===== src/rtl/uart_rx_ctrl.sv =====
// UART receive sequencer: rxd sync, start/stop validation, mid-bit strobes, FWFT byte FIFO. Parity via UART_RX_PARITY_EN.
// Latency: 2 sync cycles plus the frame; a byte appears on rx_data/rx_valid the cycle after its stop-bit sample.
// Backpressure: rx_valid/rx_ready pop; a byte arriving at a full FIFO with no same-cycle pop is dropped (overrun_err).
module uart_rx_ctrl #(
    parameter int CLKS_PER_BIT = 434,
    parameter int FIFO_DEPTH   = 4,
    parameter bit PARITY_ODD   = 1'b0
) (
    input  logic                          clk,
    input  logic                          reset,
    input  logic                          en,
    input  logic                          i_rxd,
    output logic                          bit_tick,
    output logic                          busy,
    output logic [7:0]                    rx_data,
    output logic                          rx_valid,
    input  logic                          rx_ready,
    output logic [$clog2(FIFO_DEPTH):0]   fifo_count,
    output logic                          frame_err,
    output logic                          overrun_err,
    output logic                          parity_err,
    input  logic                          clr_err
);
    localparam int CW = $clog2(CLKS_PER_BIT);
    localparam int PW = $clog2(FIFO_DEPTH);
    localparam logic [CW-1:0] HALF_M1 = CW'(CLKS_PER_BIT / 2 - 1);
    localparam logic [CW-1:0] FULL_M1 = CW'(CLKS_PER_BIT - 1);
    localparam logic [PW:0]   DEPTH_C = (PW+1)'(FIFO_DEPTH);

    localparam logic [2:0] S_IDLE  = 3'd0;
    localparam logic [2:0] S_START = 3'd1;
    localparam logic [2:0] S_DATA  = 3'd2;
    localparam logic [2:0] S_STOP  = 3'd4;
`ifdef UART_RX_PARITY_EN
    localparam logic [2:0] S_PARITY = 3'd3;
`endif

    logic          rxd_m, rxd_s;
    logic [2:0]    state, state_nx;
    logic [CW-1:0] cnt, cnt_nx;
    logic [2:0]    bit_idx;
    logic [7:0]    shreg;
    logic          tick_nx, shift_en, push_req, ferr_set, perr_set;
    logic          par_bad;

    logic [7:0]    mem [FIFO_DEPTH];
    logic [PW-1:0] wr_ptr, rd_ptr, rd_ptr_inc;
    logic          do_pop, do_push, full, ovr_set;

    always_comb begin
        state_nx = state;
        cnt_nx   = cnt + 1'b1;
        tick_nx  = 1'b0;
        shift_en = 1'b0;
        push_req = 1'b0;
        ferr_set = 1'b0;
        perr_set = 1'b0;
        case (state)
            S_IDLE: begin
                cnt_nx = '0;
                if (!rxd_s) state_nx = S_START;
            end
            S_START: if (cnt == HALF_M1) begin
                tick_nx  = 1'b1;
                cnt_nx   = '0;
                state_nx = rxd_s ? S_IDLE : S_DATA;
            end
            S_DATA: if (cnt == FULL_M1) begin
                tick_nx  = 1'b1;
                cnt_nx   = '0;
                shift_en = 1'b1;
`ifdef UART_RX_PARITY_EN
                if (bit_idx == 3'd7) state_nx = S_PARITY;
`else
                if (bit_idx == 3'd7) state_nx = S_STOP;
`endif
            end
`ifdef UART_RX_PARITY_EN
            S_PARITY: if (cnt == FULL_M1) begin
                tick_nx  = 1'b1;
                cnt_nx   = '0;
                perr_set = ((^shreg) ^ rxd_s) != PARITY_ODD;
                state_nx = S_STOP;
            end
`endif
            S_STOP: if (cnt == FULL_M1) begin
                tick_nx  = 1'b1;
                cnt_nx   = '0;
                state_nx = S_IDLE;
                push_req = rxd_s & ~par_bad;
                ferr_set = ~rxd_s;
            end
            default: begin
                state_nx = S_IDLE;
                cnt_nx   = '0;
            end
        endcase
        // Disabling kills the frame in flight, including any event due this cycle.
        if (!en) begin
            state_nx = S_IDLE;
            cnt_nx   = '0;
            tick_nx  = 1'b0;
            shift_en = 1'b0;
            push_req = 1'b0;
            ferr_set = 1'b0;
            perr_set = 1'b0;
        end
    end

    assign rx_valid   = (fifo_count != '0);
    assign full       = (fifo_count == DEPTH_C);
    assign do_pop     = rx_valid & rx_ready;
    assign do_push    = push_req & (~full | do_pop);
    assign ovr_set    = push_req & full & ~do_pop;
    assign rd_ptr_inc = rd_ptr + 1'b1;

    always_ff @(posedge clk) begin
        if (!reset) begin
            rxd_m       <= 1'b1;
            rxd_s       <= 1'b1;
            state       <= S_IDLE;
            cnt         <= '0;
            bit_idx     <= '0;
            shreg       <= '0;
            bit_tick    <= 1'b0;
            busy        <= 1'b0;
            frame_err   <= 1'b0;
            overrun_err <= 1'b0;
            wr_ptr      <= '0;
            rd_ptr      <= '0;
            fifo_count  <= '0;
            rx_data     <= '0;
            for (int i = 0; i < FIFO_DEPTH; i++) mem[i] <= '0;
        end else begin
            rxd_m    <= i_rxd;
            rxd_s    <= rxd_m;
            state    <= state_nx;
            cnt      <= cnt_nx;
            bit_tick <= tick_nx;
            busy     <= (state_nx != S_IDLE);
            if (shift_en)             bit_idx <= bit_idx + 1'b1;
            else if (state != S_DATA) bit_idx <= '0;
            if (shift_en) shreg <= {rxd_s, shreg[7:1]};

            frame_err   <= ferr_set | (frame_err & ~clr_err);
            overrun_err <= ovr_set | (overrun_err & ~clr_err);

            if (do_push) begin
                mem[wr_ptr] <= shreg;
                wr_ptr      <= wr_ptr + 1'b1;
            end
            if (do_pop) rd_ptr <= rd_ptr_inc;
            if (do_push && !do_pop)      fifo_count <= fifo_count + 1'b1;
            else if (do_pop && !do_push) fifo_count <= fifo_count - 1'b1;
            // rx_data is a registered copy of the head so it holds its last value once empty.
            if (do_push && (fifo_count == '0 || (do_pop && fifo_count == 1)))
                rx_data <= shreg;
            else if (do_pop && fifo_count > 1)
                rx_data <= mem[rd_ptr_inc];
        end
    end

`ifdef UART_RX_PARITY_EN
    always_ff @(posedge clk) begin
        if (!reset) begin
            par_bad    <= 1'b0;
            parity_err <= 1'b0;
        end else begin
            if (state == S_START) par_bad <= 1'b0;
            else if (perr_set)    par_bad <= 1'b1;
            parity_err <= perr_set | (parity_err & ~clr_err);
        end
    end
`else
    assign par_bad    = 1'b0;
    assign parity_err = PARITY_ODD & 1'b0;
`endif

endmodule


===== config.mk =====
export PLATFORM = sky130hd
export DESIGN_NAME = uart_rx_ctrl
export DESIGN_NICKNAME = d
export VERILOG_FILES = /design/src/rtl/uart_rx_ctrl.sv
export SDC_FILE = /design/constraint.sdc
export NUM_CORES = 1
export LEC_CHECK = 0
export BUFFER_PORTS_ARGS = -buffer_cell sky130_fd_sc_hd__buf_2
export CAP_MARGIN = 25
export CORE_UTILIZATION = 26
export DETAILED_ROUTE_END_ITERATION = 10
export PLACE_DENSITY = 0.41
export SLEW_MARGIN = 20
export SYNTH_ARGS = -nofsm -noshare
export SYNTH_HDL_FRONTEND = slang
export SYNTH_SLANG_ARGS = --single-unit

===== constraint.sdc =====
create_clock -name clk -period 3.61 [get_ports clk]
set_input_delay 0.5415 -clock clk [delete_from_list [all_inputs] [get_ports clk]]
set_output_delay 0.5415 -clock clk [all_outputs]
set_load 0.005 [all_outputs]

## Word-level counts from Yosys, hierarchy flattened

Memories as Yosys holds them, arrays and structs flattened.
Cells that the tools add are included.

| storage, ports and cells | value |
|---|---|
| bits in writable memories | 32 |
| memories | 1 |
| output and inout bits | 17 |
| register bits | 44 |

Memory list:

| memory | depth | width | read ports | clocked after Yosys merged registers in | wr ports | RTL line | RTL |
|---|---|---|---|---|---|---|---|
| mem | 4 | 8 | 1 | 0 | 4 | 46 | `logic [7:0] mem [FIFO_DEPTH];` |

| operators by class | value |
|---|---|
| add/sub/neg operators | 6 |
| reduce and logical (&&, ||, !) cells | 18 |
| equal/unequal tests | 9 |
| magnitude comparators | 1 |
| bitwise operators | 13 |
| muxes and demuxes | 35 |

Operators by type and width:

| kind | count |
|---|---|
| $mux 3 | 10 |
| $mux 8 | 3 |
| $mux 9 | 2 |
| $pmux 9 s2 | 1 |
| $mux 1 | 15 |
| $pmux 3 s4 | 1 |
| $add 9x1->9 const B | 1 |
| $eq 3x3->1 const B | 3 |
| $eq 9x8->1 const B | 1 |
| $eq 9x9->1 const B | 1 |
| $reduce_or 8->1 | 1 |
| $add 3x1->3 const B | 2 |
| $and 1x1->1 | 6 |
| $eq 3x1->1 const B | 2 |
| $logic_not 3->1 | 2 |
| $reduce_bool 2->1 | 3 |
| $reduce_bool 3->1 | 2 |
| $logic_and 1x1->1 | 5 |
| $add 2x1->2 const B | 2 |
| $mux 2 | 2 |
| $not 1->1 | 4 |
| $eq 3x2->1 const B | 1 |
| $gt 3x1->1 const B | 1 |
| $ne 3x2->1 const B | 1 |
| other kinds (7) | 10 |

## Depth between registers and ports, before layout

| logic depth | value |
|---|---|
| word-level depth | 10 |
| mapped depth | 9 |
| gate-level depth less buffers | 9 |

## Worst setup path before layout

OpenSTA, ideal clock, no wires.

| path | value |
|---|---|
| path type | register -> register |
| start | register fifo_count[0] |
| end | memory mem[0][0] (enable) |
| slack | 1.075 ns |
| setup time | 0.384 ns |
| arrival time | 2.151 ns |
| clock period less this slack | 2.535 ns |
| path buffers | 0 |
| cell stages (with the launch flop) | 7 |
| data required time | 3.226 ns |
| path through | dfxtp_1 inv_1 ha_1 nand3b_1 nand3_1 or4_4 o21ai_0 |

RTL lines:

| element | RTL line | RTL |
|---|---|---|
| from (decl) | 18 | `output logic [$clog2(FIFO_DEPTH):0] fifo_count,` |
| from (signal assigned) | 153 | `if (do_push && !do_pop) fifo_count <= fifo_count + 1'b1;` |
| from (signal assigned) | 154 | `else if (do_pop && !do_push) fifo_count <= fifo_count - 1'b1;` |
| to (decl) | 46 |  |

==> flow_summary.ini <==
[global_routing]
antenna_found_initial = 0
grt_pass1_wl_um = 12190
grt_pass1_vias = 2306
grt_max_degree = 36
grt_use_total_pct = 11.41
grt_overflow = 0

[worst_hold_path]
hold_path_end = rxd_m
hp-class = input pin to register
whs_path_depth = 2
worstHoldStart = i_rxd

[drt]
route.detailed.drc = 0
drt_iter0_markers = 37
wl_per_cell_um = 13.72
ant_nets = 0
drt-total-wl_um = 7123
vias = 2222
first_pass_iters = 4
vias_per_cell = 4.281

[worst_setup_path]
crit_fanout = 8
rr_worst_depth = 7
cp-end-kind = register
cp_cell_sequence = inv_1, ha_1, nand3b_1, nand3_1, or4_4, o21ai_0, buf_4
critPathRequiredTime_ns = 3.66
path_class = register to register
timing.reg2reg.setup_slack_ns = 1.38
cp.arrival_ns = 2.28
r2r_end = mem[0][4]
reg2reg_from = fifo_count[0]
slowest_delay_ns = 0.55
cp-start-kind = register
cpMaxStageDelayCell = or4_4

[floorplanning]
die_h_um = 118.4
start_util_pct = 26.59
core-area_um2 = 13240
ios = 23
dieArea_um2 = 14010
rows = 42
die-width_um = 118.4

[clock_network]
clockRootBuffer = clkbuf_16
cts_buffer_depth = 2
cts.clk_slew.worst_paths_ns = 0.06
clk_latency_ns = 0.34
cts.sinks = 76
htree_levels = 3
cts_resized = 0
cts_buffers = 9
cts_tree = built
postCtsSetupBuffers = 0
postCtsHoldBufs = 0

[sta]
slew_violations = 0
hold_violations = 0
rsz0062_at_grt = no
setup_viol_count_final = 0
fmax_mhz = 448.3
timing.setup.tns_ns = 0
worst_pin_slew_ns = 0.5961
period_needed_ns = 2.231
relSlewSlack_pct = 60.21
final.setup_skew_ns = 0.008072
fin_crit_sh_pct = 61.80

[yosys]
yosys.area.top_type_share_pct = 27.29
postSynthAreaPerCell_um2 = 11.28
ys_top_cells_by_area = edfxtp_1, dfxtp_1, and2_1, mux2i_1, mux4_2
yosysWarnings = 0
yosysTopAreaCell = edfxtp_1
syn_nets = 328
ys_seq_area_share_pct = 52.31
ys.flop_type = dfxtp_1
synth_cell_type_count = 47
synthArstFlopShare_pct = 0
synth_edf_count = 32
synth_commonest_cells = dfxtp_1, and2_1, edfxtp_1, nor2_1, mux2i_1
netlist_area_um2 = 3521
synth.most_common_cell = dfxtp_1
syn_inst = 312
ys_seq_elements = 76

[run_status]
status = completed

[final_layout]
nNetsFinal = 354
final_cell_area_um2 = 4110
drive_gt1_share_pct = 18.08
final_cells = 519
diodes = 0
area.growth.synth_to_final_pct = 16.74

[pwr]
power_density_nw_per_um2 = 436.9
ir_worst_vdd_uv = 229.5
p_leak_nw = 1.587

[placement]
portBuffers = 21
place_inst = 503
globalplace.congestion = 0.7422
placed_area_um2 = 3834
dp_hpwl_um = 5135

[run]
drv_cap = 0
-- worst max-delay path by stage --
stage	start	end
after floorplan	fifo_count[0]	mem[0][0]
after global placement	fifo_count[0]	mem[0][2]
after detailed placement	fifo_count[0]	mem[2][4]
after CTS	fifo_count[0]	mem[2][7]
after global routing	fifo_count[0]	mem[2][4]
final	fifo_count[0]	mem[0][4]
-- logic make-up (layout without fill, tap and decap cells) --
kind of cell	Yosys count	after routing	share of synthesized area, %
AOI/OAI and AO/OA	36	36	6.006
xor gates and xnor gates	14	14	3.483
adders and majority gates	10	10	3.554
buffers and inverters	23	54	2.914
DFF	76	76	52.31
muxes	28	28	10.80
other	1	1	0.1065
and+or+nand+nor	124	124	20.82
-- layout by cell type, fill, tap and decap left out, types with 10 or more instances in the layout --
master     n
ha_1      10
edfxtp_1  32
inv_1     10
mux2i_1   20
buf_2     21
a21oi_1   11
dfxtp_1   44
and2_1    41
nand2_1   17
nor2_1    25
-- power breakdown --
group	total, mW	switching [mW]	internal (mW)
Combinational	0.0403	0.0231	0.0172
Clock	0.840	0.372	0.467
Sequential	0.916	0.00622	0.909
-- layer usage --
layer,GRT usage (%),share of wire (%)
met5,0,0
met4,4.747,1.7
met3,3.475,3.1
met2,17.24,44
met1,15.10,51
-- worst max-delay path: cells and delay by family (launching register included) --
kind                     cells  cell delay, ns
AO/OA/AOI/OAI                1            0.17
flip-flops                   1            0.40
buffers and inverters        2            0.29
adder cells (fa/ha/maj)      1            0.24
AND/OR/NAND/NOR              3            0.84
-- flip-flops by register name (all words and copies together), names as in the netlist --
| signal | flops |
|---|---|
| rd_ptr | 2 |
| overrun_err | 1 |
| state | 3 |
| busy | 1 |
| rx_data | 8 |
| rxd_m | 1 |
| rxd_s | 1 |
| cnt | 9 |
| bit_tick | 1 |
| mem | 32 |
| wr_ptr | 2 |
| shreg | 8 |
| fifo_count | 3 |
| bit_idx | 3 |
| frame_err | 1 |
-- metrics by stage --
step | hold WS, ns | total power, mW | util (%) | worst slack, ns
2_1_floorplan | 0.3863 | 0.9590 | - | 1.075
3_3_place_gp | 0.3897 | 0.9763 | 28.95 | 1.385
3_5_place_dp | 0.3938 | 0.9761 | 28.95 | 1.363
4_1_cts | 0.3761 | 1.825 | 31.04 | 1.357
5_1_grt | 0.4036 | 1.865 | 31.04 | 1.199
6_report | 0.3851 | 1.796 | 31.04 | 1.379
-- cell type report --
| type | instances | area (um2) |
|---|---|---|
| clock inverters | 7 | 51.30 |
| clock buffers | 9 | 225.2 |
| fillers | 1394 | 9133 |
| inverters | 10 | 37.54 |
| flip-flops and latches | 76 | 1842 |
| multi-input cells | 213 | 1577 |
| repair buffers | 28 | 157.7 |
| well taps | 176 | 220.2 |
No activity file was read; power rests on OpenSTA's default activity.
